File: config.mk
export PLATFORM = sky130hd
export DESIGN_NAME = ldl_fifo_rs_v1
export DESIGN_NICKNAME = d
export VERILOG_FILES = /design/src/rtl/ldl_fifo_pkg.sv /design/src/rtl/ldl_fifo_prefetch2.sv /design/src/rtl/ldl_fifo_rs_v1.sv
export SDC_FILE = /design/constraint.sdc
export NUM_CORES = 1
export LEC_CHECK = 0
export ABC_AREA = 1
export CAP_MARGIN = 20
export CORE_MARGIN = 2
export CORE_UTILIZATION = 51
export DETAILED_ROUTE_END_ITERATION = 6
export PLACE_DENSITY = 0.85
export SLEW_MARGIN = 20
export SYNTH_ARGS = -nofsm -noshare
export SYNTH_HDL_FRONTEND = slang
export SYNTH_SLANG_ARGS = --single-unit
export TNS_END_PERCENT = 1
File: constraint.sdc
create_clock -name clk -period 4.3 [get_ports clk]
set_input_delay 0.86 -clock clk [delete_from_list [all_inputs] [get_ports clk]]
set_output_delay 0.86 -clock clk [all_outputs]
set_load 0.02 [all_outputs]
File: src/rtl/ldl_fifo_pkg.sv
`timescale 1ns/1ps
`default_nettype none
// +--------------------------------------------------------------------+
// | Package : LDL_fifo_pkg                                              |
// | Shared pointer and occupancy helpers for the dual-pointer FIFO.     |
// | The write-side and read-side stages both use these helpers.         |
// | Rev     : 1.0  initial release                                      |
// +--------------------------------------------------------------------+
package LDL_fifo_pkg;

   // Depth of the read-ahead buffer and the width of its entry count.
   localparam int unsigned c_pf_depth = 2;
   localparam int unsigned c_bcnt_w   = 2;

   // A FIFO with AW address bits uses pointers one bit wider; the extra
   // MSB is the wrap bit that separates full from empty.
   function automatic int unsigned ptr_w(input int unsigned aw);
      return aw + 1;
   endfunction

   // Words between two pointers, reduced modulo the RAM depth.
   // Callers zero-extend their pointers to 32 bits and cut the result
   // back to AW bits.
   function automatic logic [31:0] occ_cnt(input logic [31:0] w,
                                           input logic [31:0] r,
                                           input int unsigned aw);
      logic [31:0] mask;
      mask = (32'd1 << aw) - 32'd1;
      return (w - r) & mask;
   endfunction

endpackage
`default_nettype wire

File: src/rtl/ldl_fifo_prefetch2.sv
`timescale 1ns/1ps
`default_nettype none
// +--------------------------------------------------------------------+
// | Module  : ldl_fifo_prefetch2                                        |
// | Two-entry head/tail buffer that sits behind a 1-cycle-latency RAM.  |
// | A pop and a load may happen together. The loaded word goes to the   |
// | head when the buffer is empty after the pop, else to the tail.      |
// | Rev     : 1.0  initial release                                      |
// +--------------------------------------------------------------------+
module ldl_fifo_prefetch2
   import LDL_fifo_pkg::*;
#(
   parameter int DW = 8
) (
   input  logic                clk,
   input  logic                rst,
   input  logic                i_load,
   input  logic [DW-1:0]       i_din,
   input  logic                i_pop,
   output logic [c_bcnt_w-1:0] o_bcnt,
   output logic [DW-1:0]       o_head
);

   logic [c_bcnt_w-1:0] r_bcnt;
   logic [DW-1:0]       r_head;
   logic [DW-1:0]       r_tail;
   logic [c_bcnt_w-1:0] w_after_pop;

   // Entries left once this cycle's pop has been taken.
   assign w_after_pop = r_bcnt - c_bcnt_w'(i_pop);

   // Count update, tail-to-head shift on pop, and placement of the load.
   always_ff @(posedge clk or negedge rst) begin
      if (!rst) begin
         r_bcnt <= '0;
         r_head <= '0;
         r_tail <= '0;
      end else begin
         r_bcnt <= w_after_pop + c_bcnt_w'(i_load);
         if (i_pop && (r_bcnt == c_bcnt_w'(c_pf_depth))) begin
            r_head <= r_tail;
         end
         if (i_load) begin
            if (w_after_pop == '0) begin
               r_head <= i_din;
            end else begin
               r_tail <= i_din;
            end
         end
      end
   end

   assign o_bcnt = r_bcnt;
   assign o_head = r_head;

endmodule
`default_nettype wire

File: src/rtl/ldl_fifo_rs_v1.sv
`timescale 1ns/1ps
`default_nettype none
// +--------------------------------------------------------------------+
// | Module  : ldl_fifo_rs_v1                                            |
// | Read-side pointer/control stage of the dual-pointer FIFO. It drives |
// | a synchronous-read RAM and returns r_pt to the write side.          |
// | AHEAD=1 : first-word-fall-through through a 2-entry prefetch buffer.|
// | AHEAD=0 : plain FIFO, data arrives on md one cycle after mr.        |
// | Option  : `define LDL_FIFO_RS_UDF_EN to add the sticky udf output.  |
// | Rev     : 1.0  initial release                                      |
// +--------------------------------------------------------------------+
module ldl_fifo_rs_v1
   import LDL_fifo_pkg::*;
#(
   parameter int AW    = 8,
   parameter int DW    = 8,
   parameter int AHEAD = 1
) (
   input  logic                   clk,
   input  logic                   rst,
   input  logic                   re,
   output logic                   empty,
   output logic [DW-1:0]          dout,
   output logic [AW-1:0]          ra,
   output logic                   mr,
   input  logic [DW-1:0]          md,
   input  logic [ptr_w(AW)-1:0]   w_pt,
   output logic [ptr_w(AW)-1:0]   r_pt,
   output logic [AW-1:0]          rcnt
`ifdef LDL_FIFO_RS_UDF_EN
   ,
   output logic                   udf
`endif
);

   localparam int PW = ptr_w(AW);

   logic [PW-1:0] r_rpt;
   logic          w_mem_ne;
   logic          w_mr;
   logic          w_empty;
   logic [DW-1:0] w_dout;

   // The MSB wrap bit lets a plain inequality tell "data in RAM" apart
   // from "empty", even when the RAM is completely full.
   assign w_mem_ne = (w_pt != r_rpt);

   // Each RAM fetch moves the read pointer on by one word.
   always_ff @(posedge clk or negedge rst) begin
      if (!rst) begin
         r_rpt <= '0;
      end else if (w_mr) begin
         r_rpt <= r_rpt + PW'(1);
      end
   end

   generate
      if (AHEAD != 0) begin : g_ahead
         logic                r_pend;
         logic                w_pop;
         logic [c_bcnt_w-1:0] w_bcnt;
         logic [2:0]          w_fill;

         assign w_empty = (w_bcnt == '0);
         assign w_pop   = re & ~w_empty;
         // Buffer occupancy next cycle, counting the word in flight.
         // A new fetch is allowed only while that stays below capacity.
         assign w_fill  = 3'(w_bcnt) + 3'(r_pend) - 3'(w_pop);
         assign w_mr    = w_mem_ne & (w_fill < 3'(c_pf_depth));

         // Marks that the RAM returns a word on md next cycle.
         always_ff @(posedge clk or negedge rst) begin
            if (!rst) begin
               r_pend <= 1'b0;
            end else begin
               r_pend <= w_mr;
            end
         end

         ldl_fifo_prefetch2 #(
            .DW (DW)
         ) u_prefetch (
            .clk    (clk),
            .rst    (rst),
            .i_load (r_pend),
            .i_din  (md),
            .i_pop  (w_pop),
            .o_bcnt (w_bcnt),
            .o_head (w_dout)
         );
      end else begin : g_std
         assign w_empty = ~w_mem_ne;
         assign w_mr    = re & ~w_empty;
         assign w_dout  = md;
      end
   endgenerate

`ifdef LDL_FIFO_RS_UDF_EN
   logic r_udf;

   // Records any read attempted while empty; only reset clears it.
   always_ff @(posedge clk or negedge rst) begin
      if (!rst) begin
         r_udf <= 1'b0;
      end else if (re && w_empty) begin
         r_udf <= 1'b1;
      end
   end

   assign udf = r_udf;
`endif

   // The RAM port stays quiet while reset is held, even if the write side
   // already shows data. The pointer is held in reset at the same time.
   assign mr    = w_mr & rst;
   assign ra    = r_rpt[AW-1:0];
   assign r_pt  = r_rpt;
   assign rcnt  = AW'(occ_cnt(32'(w_pt), 32'(r_rpt), AW));
   assign empty = w_empty;
   assign dout  = w_dout;

endmodule
`default_nettype wire
### Yosys cells after proc, flatten, opt, wreduce, memory -nomap -nowiden

Index checks and enable logic that the tools add are counted.

* output and inout bits: 35
* flip-flop bits (word level): 28
* input bits: 20
* logic and storage cells: 26

* reduce and logical (&&, ||, !) cells: 4
* bitwise logic cells: 5
* mux-type cells: 3
* add/subtract/negate cells: 6
* magnitude comparators: 1
* equality and inequality tests: 2

Operator list (number)
* $mux 8: 3
* $add 9x1->9 const B: 1
* $ne 9x9->1: 1
* $sub 8x8->8: 1
* $logic_not 2->1: 2
* $add 2x1->3: 1
* $and 1x1->1: 3
* $lt 3x2->1 const B: 1
* $sub 3x1->3: 1
* $add 2x1->2: 1
* $eq 2x2->1 const B: 1
* $not 1->1: 2
* $reduce_and 2->1: 1
* $sub 2x1->2: 1
* $logic_and 1x1->1: 1

### Logic depth before layout (Yosys ltp)

Gate-level depths: netlist of run 1.

* depth in word-level cells: 7
* gate-level depth with buffers: 12

### By module

From an unflattened synthesis of run 1, not the netlist that was laid out.

* cells, all modules: 280
* area total of the unflattened synthesis: 2060.7 um^2

Modules (own cells, without submodules)
* ldl_fifo_rs_v1: times used 1, area each 1109.8 um^2, cells each 169, seq. area each 250.2 um^2
* ldl_fifo_prefetch2: times used 1, area each 950.9 um^2, cells each 111, seq. area each 450.4 um^2

### Worst setup path after synthesis of run 1

No wires, ideal clock.

* kind: input to output
* start point: in re
* end point: out mr
* arrival: 2592 ps
* stages: 11
* path buffers: 1
* setup slack: 848 ps
* required time: 3440 ps
* cell sequence: inv_1 nand2_1 nand2_2 ha_1 inv_1 fa_1 o21ai_2 a21oi_4 nand2_4 buf_6 nor2_1

* longest elaborated chain between the ends: 5

Ends and longest elaborated chain
* start: declaration: line ldl_fifo_rs_v1.sv:21 `input logic re,`
* $and 1x1->1: line ldl_fifo_rs_v1.sv:65 `assign w_pop = re & ~w_empty;`
* $sub 3x1->3: line ldl_fifo_rs_v1.sv:68 `assign w_fill = 3'(w_bcnt) + 3'(r_pend) - 3'(w_pop);`
* $lt 3x2->1: line ldl_fifo_rs_v1.sv:69 `assign w_mr = w_mem_ne & (w_fill < 3'(c_pf_depth));`
* $and 1x1->1: line ldl_fifo_rs_v1.sv:69
* $and 1x1->1: line ldl_fifo_rs_v1.sv:115 `assign mr = w_mr & rst;`
* end: declaration: line ldl_fifo_rs_v1.sv:25 `output logic mr,`

No other way between the ends.

### Worst setup path in the final report of run 1

* start point: in w_pt[0]
* end point: out rcnt[6]

* longest elaborated chain between the ends: 1

Ends and longest elaborated chain
* start: declaration: line ldl_fifo_rs_v1.sv:27 `input logic [ptr_w(AW)-1:0] w_pt,`
* $sub 8x8->8: line ldl_fifo_pkg.sv:29 `return (w - r) & mask;`
* end: declaration: line ldl_fifo_rs_v1.sv:29 `output logic [AW-1:0] rcnt`

No other way between the ends.

==> results of run 1 <==
## state kept, by name, summed over array words and instances (netlist names)
signal / flops
g_ahead.u_prefetch.r_tail: 8
g_ahead.u_prefetch.o_head: 8
g_ahead.u_prefetch.o_bcnt: 2
r_pt: 9
g_ahead.r_pend: 1
## worst max-delay path: stages
cell and delay [ns]:
clkdlybuf4s50_1 0.45, inv_1 0.04, ha_1 0.21, fa_1 0.40, o21ai_0 0.29, nand2_1 0.12
nand2_1 0.08, nand2_1 0.04, nand2_1 0.05, clkdlybuf4s50_1 0.59
## repair_timing
action,in CTS,in global routing
resized for setup,0,1
endpoints found under the setup margin,0,1
setup buffers,0,0
## cell usage in the layout (no fill, tap or decap), drive strengths merged
master	synthesis	final
ha	10	10
nand2	106	106
buf	12	4
a21oi	5	5
xor2	5	5
fa	2	2
o21ai	21	21
inv	40	40
xnor2	1	1
nor2	12	12
dlymetal6s2s	0	1
clkbuf	0	4
dfrtp	28	28
clkdlybuf4s50	0	53
nand3	19	19
a21o	1	1
## final cells by class
type                            instances  area (um2)  area share
Clock buffer                            4        55.1      0.0220
Inverter                               40         150      0.0601
Multi-Input combinational cell        182         960       0.384
Sequential cell                        28         701       0.280
Tap cell                               48        60.1      0.0240
Timing Repair Buffer                   58         573       0.229
## kinds of logic (layout without fill, tap and decap cells)
logic type | count (synthesis) | after routing | share of synthesized area
AOI/OAI and AO/OA | 27 | 27 | 0.0861
xor gates and xnor gates | 6 | 6 | 0.0276
adders and majority gates | 12 | 12 | 0.0868
buffers and inverters | 52 | 102 | 0.128
DFF | 28 | 28 | 0.368
and+or+nand+nor | 137 | 137 | 0.304
## power by group
| part | switching (mW) | total [mW] | internal (mW) |
|---|---|---|---|
| Clock | 0.0776 | 0.160 | 0.0820 |
| Sequential | 0.0984 | 0.471 | 0.372 |
| Combinational | 0.601 | 1.07 | 0.464 |
| Total | 0.777 | 1.70 | 0.919 |
## metrics by stage
step                      hold WS (ns)  cells
final                            0.490    360
after detailed placement         0.474    356
after global routing             0.524    360
after floorplan                  0.453    262
after CTS                        0.496    360
after global placement           0.468    356
## synthesized netlist by cell type
master | instances | area share
a21o_1 | 1 | 0.0039
a21oi_1 | 4 | 0.011
a21oi_4 | 1 | 0.0085
buf_2 | 2 | 0.0053
buf_4 | 8 | 0.032
buf_6 | 2 | 0.012
dfrtp_1 | 28 | 0.37
fa_1 | 2 | 0.021
ha_1 | 10 | 0.066
inv_1 | 38 | 0.075
inv_2 | 2 | 0.0039
nand2_1 | 101 | 0.20
nand2_2 | 3 | 0.0099
nand2_4 | 2 | 0.012
nand3_1 | 18 | 0.047
nand3_2 | 1 | 0.0053
nor2_1 | 9 | 0.018
nor2_2 | 2 | 0.0066
nor2_4 | 1 | 0.0059
o21ai_0 | 13 | 0.034
o21ai_1 | 6 | 0.016
o21ai_2 | 1 | 0.0046
o21ai_4 | 1 | 0.0085
xnor2_1 | 1 | 0.0046
xor2_1 | 5 | 0.023
## worst min path at each step
stage / from / end / slack (ns)
after global routing: g_ahead.u_prefetch.r_tail[6]$_DFFE_PN0P_ / g_ahead.u_prefetch.r_tail[6]$_DFFE_PN0P_ / 0.52
after detailed placement: g_ahead.u_prefetch.r_tail[5]$_DFFE_PN0P_ / g_ahead.u_prefetch.r_tail[5]$_DFFE_PN0P_ / 0.47
after global placement: g_ahead.u_prefetch.r_tail[5]$_DFFE_PN0P_ / g_ahead.u_prefetch.r_tail[5]$_DFFE_PN0P_ / 0.47
after CTS: g_ahead.u_prefetch.r_tail[5]$_DFFE_PN0P_ / g_ahead.u_prefetch.r_tail[5]$_DFFE_PN0P_ / 0.50
after floorplan: g_ahead.u_prefetch.r_tail[0]$_DFFE_PN0P_ / g_ahead.u_prefetch.r_tail[0]$_DFFE_PN0P_ / 0.45
final: g_ahead.u_prefetch.r_tail[5]$_DFFE_PN0P_ / g_ahead.u_prefetch.r_tail[5]$_DFFE_PN0P_ / 0.49
## routing by layer
layer  share of wire  vias to the layer above  GRT usage  routed length (um)
met5               0                        -          0                   0
met4           0.018                        0     0.0703                  72
met3           0.042                        6     0.0313                 168
met2            0.48                       44      0.339                1910
met1            0.46                      796      0.273                1810
li1                -                      897          -                   -
==> metrics.md, run 1 <==
| Metric | Value |
|---|---|
| Status | `finished clean` |
| Drt drc | `0` |
| Max Fclk | `0.251 GHz` |
| Clk slew on worst S/H paths | `0.09 ns` |
| Core area | `3630 um2` |
| Clock Tree Buf Depth | `2` |
| Wirelength per Cell | `11.0 um` |
| Endpoint class of the critical path | `primary output` |
| Final period util | `0.928` |
| Final core utilization | `0.688` |
| WHS Path Cells | `2` |
| Final Skew | `0.00404 ns` |
| Worst Setup Path Type | `primary input to primary output` |
| FF-to-FF End | `r_pt[3]$_DFFE_PN0P_` |
| Critical Path Sink | `rcnt[6]` |
| VDD IR max | `0.000334 V` |
| CTS H-tree lvls | `1` |
| Worst EP required | `3.44 ns` |
| Skew-Pair Late Insertion Delay | `0.27 ns` |
| Total I/O pin count | `55` |
| Vias per cell | `4.84` |
| Design Power | `1.70 mW` |
| Sequential area share after synthesis | `0.368` |
| Die Span Y | `65.1 um` |
| Clk sink count | `28` |
| Final worst slack | `0.311 ns` |
| Initial antenna violation count | `0` |
| Min Tclk post-route | `3.99 ns` |
| Worst min-delay path class | `flip-flop to flip-flop` |
| Nets@finish | `345` |
| Tot GR Track Use | `0.204` |
| Hold-fix buffers at CTS | `0` |
| Unique masters post-synth | `25` |
| Max-slew violation count | `0` |
| Placer Congestion | `0.865` |
| Maxcap violations | `0` |
| Average size of a mapped cell | `7.26 um2` |
| Pwr Density | `679 nW/um2` |
| Vias | `1743` |
| Synthesis-to-layout area growth | `31.3%` |
| Remaining Overflow, GRT | `0` |
| DP HPWL | `3.11 mm` |
| CTS Buf Count | `3` |
| Dpl ws | `0.0955 ns` |
| First-pass GRT wire length | `6.71 mm` |
| R2R Path Start | `g_ahead.u_prefetch.o_bcnt[1]$_DFF_PN0_` |
| Clk Tree Root Cell | `clkbuf_8` |
| TritonCTS clock tree | `built` |
| 1st-pass router iterations | `7` |
| Antenna Nets Post-Route | `0` |
| Final instance area | `2500 um2` |
| PortBufs | `54` |
| Fill cells | `312` |
| Ys Warns | `0` |
| Placed inst area | `2440 um2` |
| Worst Path Arrival | `3.13 ns` |
| Antenna Cells | `0` |
| DIE AREA | `4240 um2` |
| Vias in the first global route | `1515` |
| Crit-path max FO | `2` |
| Yosys reg bits | `28` |
| Total wire length | `3.95 mm` |
| Starting Density | `0.524` |
| Crit path from | `w_pt[0]` |
| Setup TNS | `0 ns` |
| CP Launch Type | `primary input` |
| Post-Synthesis Cells | `262` |
| Mapped Nets | `294` |
| Layout cells sized above 1 | `0.0705` |
| First DRT Iteration DRCs | `90` |
| Slew at the pin closest to its max-slew limit | `0.504 ns` |
| Final Hold Fails | `0` |
| Reg2reg setup slack | `2.11 ns` |
| Mapped Area | `1900 um2` |
| Pleak | `1.30 nW` |
| Row Count | `22` |
| RSZ-0062 raised after global routing | `no` |
| Max transition margin | `0.661` |
| Final setup fails | `0` |
| R2R depth | `11` |
| Die width | `65.1 um` |
| Largest net degree at the start of global routing | `29` |
Power figures use the tool's default switching activity.
==> run 2, diff against run 1 <==
--- a/config.mk
+++ b/config.mk
@@ -11,8 +11,7 @@
 export CORE_UTILIZATION = 51
 export DETAILED_ROUTE_END_ITERATION = 6
 export PLACE_DENSITY = 0.85
-export SLEW_MARGIN = 20
 export SYNTH_ARGS = -nofsm -noshare
 export SYNTH_HDL_FRONTEND = slang
 export SYNTH_SLANG_ARGS = --single-unit
-export TNS_END_PERCENT = 1
+export TNS_END_PERCENT = 30
==> results of run 2 <==
The final DEF is identical to that of run 1; final timing and power are the same.
==> run 3, diff against run 2 <==
--- a/config.mk
+++ b/config.mk
@@ -7,9 +7,9 @@
 export LEC_CHECK = 0
 export ABC_AREA = 1
 export CAP_MARGIN = 20
-export CORE_MARGIN = 2
 export CORE_UTILIZATION = 51
 export DETAILED_ROUTE_END_ITERATION = 6
+export HOLD_SLACK_MARGIN = 0.02
 export PLACE_DENSITY = 0.85
 export SYNTH_ARGS = -nofsm -noshare
 export SYNTH_HDL_FRONTEND = slang
==> run 3 against run 2 <==
  * Global-route usage increased by 0.32 points
  * Total power fell by 0.86%
  * Via count fell by 0.57%
  * Critical endpoint unchanged
  * Largest power group unchanged
==> metrics.md, run 3 (same netlist as run 1, synthesis figures left out) <==
| Metric | Value |
|---|---|
| Status | `finished clean` |
| Max-slew violation count | `0` |
| Hold-fix buffers at CTS | `0` |
| Antenna Cells | `0` |
| Antenna Nets Post-Route | `0` |
| Placer Congestion | `0.873` |
| R2R depth | `11` |
| Hold Path Origin | `g_ahead.u_prefetch.r_tail[5]$_DFFE_PN0P_` |
| Endpoint class of the critical path | `primary output` |
| VDD IR max | `0.000435 V` |
| Sw frac | `0.454` |
| Worst EP required | `3.44 ns` |
| First DRT Iteration DRCs | `101` |
| Dpl cells | `354` |
| Slew at the pin closest to its max-slew limit | `0.403 ns` |
| Remaining Overflow, GRT | `0` |
| Synthesis-to-layout area growth | `31.2%` |
| Max Fclk | `0.249 GHz` |
| DP HPWL | `3.01 mm` |
| Largest net degree at the start of global routing | `29` |
| Die Span Y | `63.1 um` |
| CP Launch Type | `primary input` |
| Wirelength per Cell | `10.6 um` |
| Setup Buffers After CTS | `0` |
| Clk Tree Root Cell | `clkbuf_8` |
| Dpl ws | `0.0850 ns` |
| Reg2reg setup slack | `2.12 ns` |
| Pleak | `1.30 nW` |
| Buffers plus inverters on the worst setup path | `3` |
| Setup TNS | `0 ns` |
| Post-Layout Cell Count | `358` |
| CTS Buf Count | `3` |
| Vias per cell | `4.84` |
| Final setup fails | `0` |
| Slowest CP cell | `clkdlybuf4s50_1` |
| Clock share of power | `0.094` |
| Final Hold Fails | `0` |
| DIE AREA | `3980 um2` |
| Fill cells | `277` |
| Drt drc | `0` |
| Die width | `63.1 um` |
| Vias in the first global route | `1527` |
| WHS Path Cells | `2` |
| CP Cell Sequence | `clkdlybuf4s50_1, inv_1, ha_1, fa_1, o21ai_0, nand2_1, nand2_1, nand2_1, nand2_1, clkdlybuf4s50_1` |
| Clock Tree Buf Depth | `2` |
| Final instance area | `2500 um2` |
| Min Tclk post-route | `4.02 ns` |
| Nets@finish | `345` |
| First-pass GRT wire length | `6.67 mm` |
| Area occupied by multi-input gates | `960 um2` |
| Max transition margin | `0.728` |
| Skew-Pair Late Insertion Delay | `0.27 ns` |
| Final period util | `0.936` |
| R2R Path Start | `g_ahead.u_prefetch.o_bcnt[1]$_DFF_PN0_` |
| Max FFs per register | `9` |
| CTS H-tree lvls | `1` |
| Crit-path max FO | `2` |
| Worst Path Arrival | `3.16 ns` |
| PortBufs | `54` |
| Total I/O pin count | `55` |
| Net Switching | `0.764 mW` |
| Largest stage delay, worst path | `0.59 ns` |
| FF-to-FF End | `r_pt[7]$_DFFE_PN0P_` |
| Clk sink count | `28` |
| Vias | `1733` |
| Pwr Density | `674 nW/um2` |
| RSZ-0062 raised after global routing | `no` |
| Worst Setup Path Type | `primary input to primary output` |
| Worst min-delay path class | `flip-flop to flip-flop` |
| Total wire length | `3.80 mm` |
| Layout cells sized above 1 | `0.0705` |
| Initial antenna violation count | `0` |
| Combinational power share | `0.627` |
| Row Count | `21` |
| Design Power | `1.68 mW` |
| Commonest cells after routing, fill and taps aside | `nand2_1, clkdlybuf4s50_1, inv_1, dfrtp_1, nand3_1` |
| Tot GR Track Use | `0.208` |
| Commonest non-fill, non-tap cell in the layout | `nand2_1` |
| Internal | `0.917 mW` |
| CP delay by family, top | `buffers and inverters` |
| Cell mode on critical path | `nand2_1` |
| 1st-pass router iterations | `4` |
| Instance count on the critical path | `10` |
| Gates resized, CTS repair | `0` |
| Placed inst area | `2440 um2` |
| Core area | `3440 um2` |
| Final Skew | `0.00282 ns` |
| Maxcap violations | `0` |
| Final worst slack | `0.277 ns` |
| Reg power frac | `0.279` |
| Starting Density | `0.553` |
| Hold Path Sink | `g_ahead.u_prefetch.r_tail[5]$_DFFE_PN0P_` |
| Clk slew on worst S/H paths | `0.09 ns` |
| Register area | `701 um2` |
| TritonCTS clock tree | `built` |
==> run 3: tightest hold or removal path, stage by stage (launching register included) <==
cell and delay [ns]:
dfrtp_1 0.35, nand2_1 0.05, o21ai_0 0.06
==> run 3: power by group through the flow <==
stage                     logic (mW)  clock network (mW)  registers [mW]
after floorplan                0.648                   0           0.522
after global placement          1.03                   0           0.472
after detailed placement        1.06                   0           0.475
after CTS                       1.06               0.163           0.470
after global routing            1.17               0.173           0.486
final                           1.05               0.158           0.470
==> run 3: worst max-delay path by stage <==
stage / from / to / slack, ns
after floorplan: re / mr / 0.85
after global routing: w_pt[0] / rcnt[6] / 0.12
final: w_pt[0] / rcnt[6] / 0.28
after detailed placement: re / mr / 0.09
after CTS: re / mr / 0.08
after global placement: re / mr / 0.17
==> run 3: metal layers <==
metal / vias up / GRT usage / wire length [um]
met2: 44 / 0.347 / 1850
met5: - / 0 / 0
met3: 0 / 0.0290 / 181
li1: 898 / - / -
met1: 791 / 0.293 / 1770
met4: 0 / 0.0233 / 0
==> run 3: area by class of cell <==
class	count	area share
clock buffer	4	0.0221
inverter	40	0.0602
multi-input combinational	182	0.384
tap	46	0.0231
sequential	28	0.281
timing repair buffer	58	0.230
==> run 3: through the flow <==
step                utilization  hold WS [ns]
floorplan                     -         0.453
global placement          0.708         0.468
detailed placement        0.708         0.474
CTS                       0.724         0.496
global route              0.725         0.524
finish                    0.725         0.494
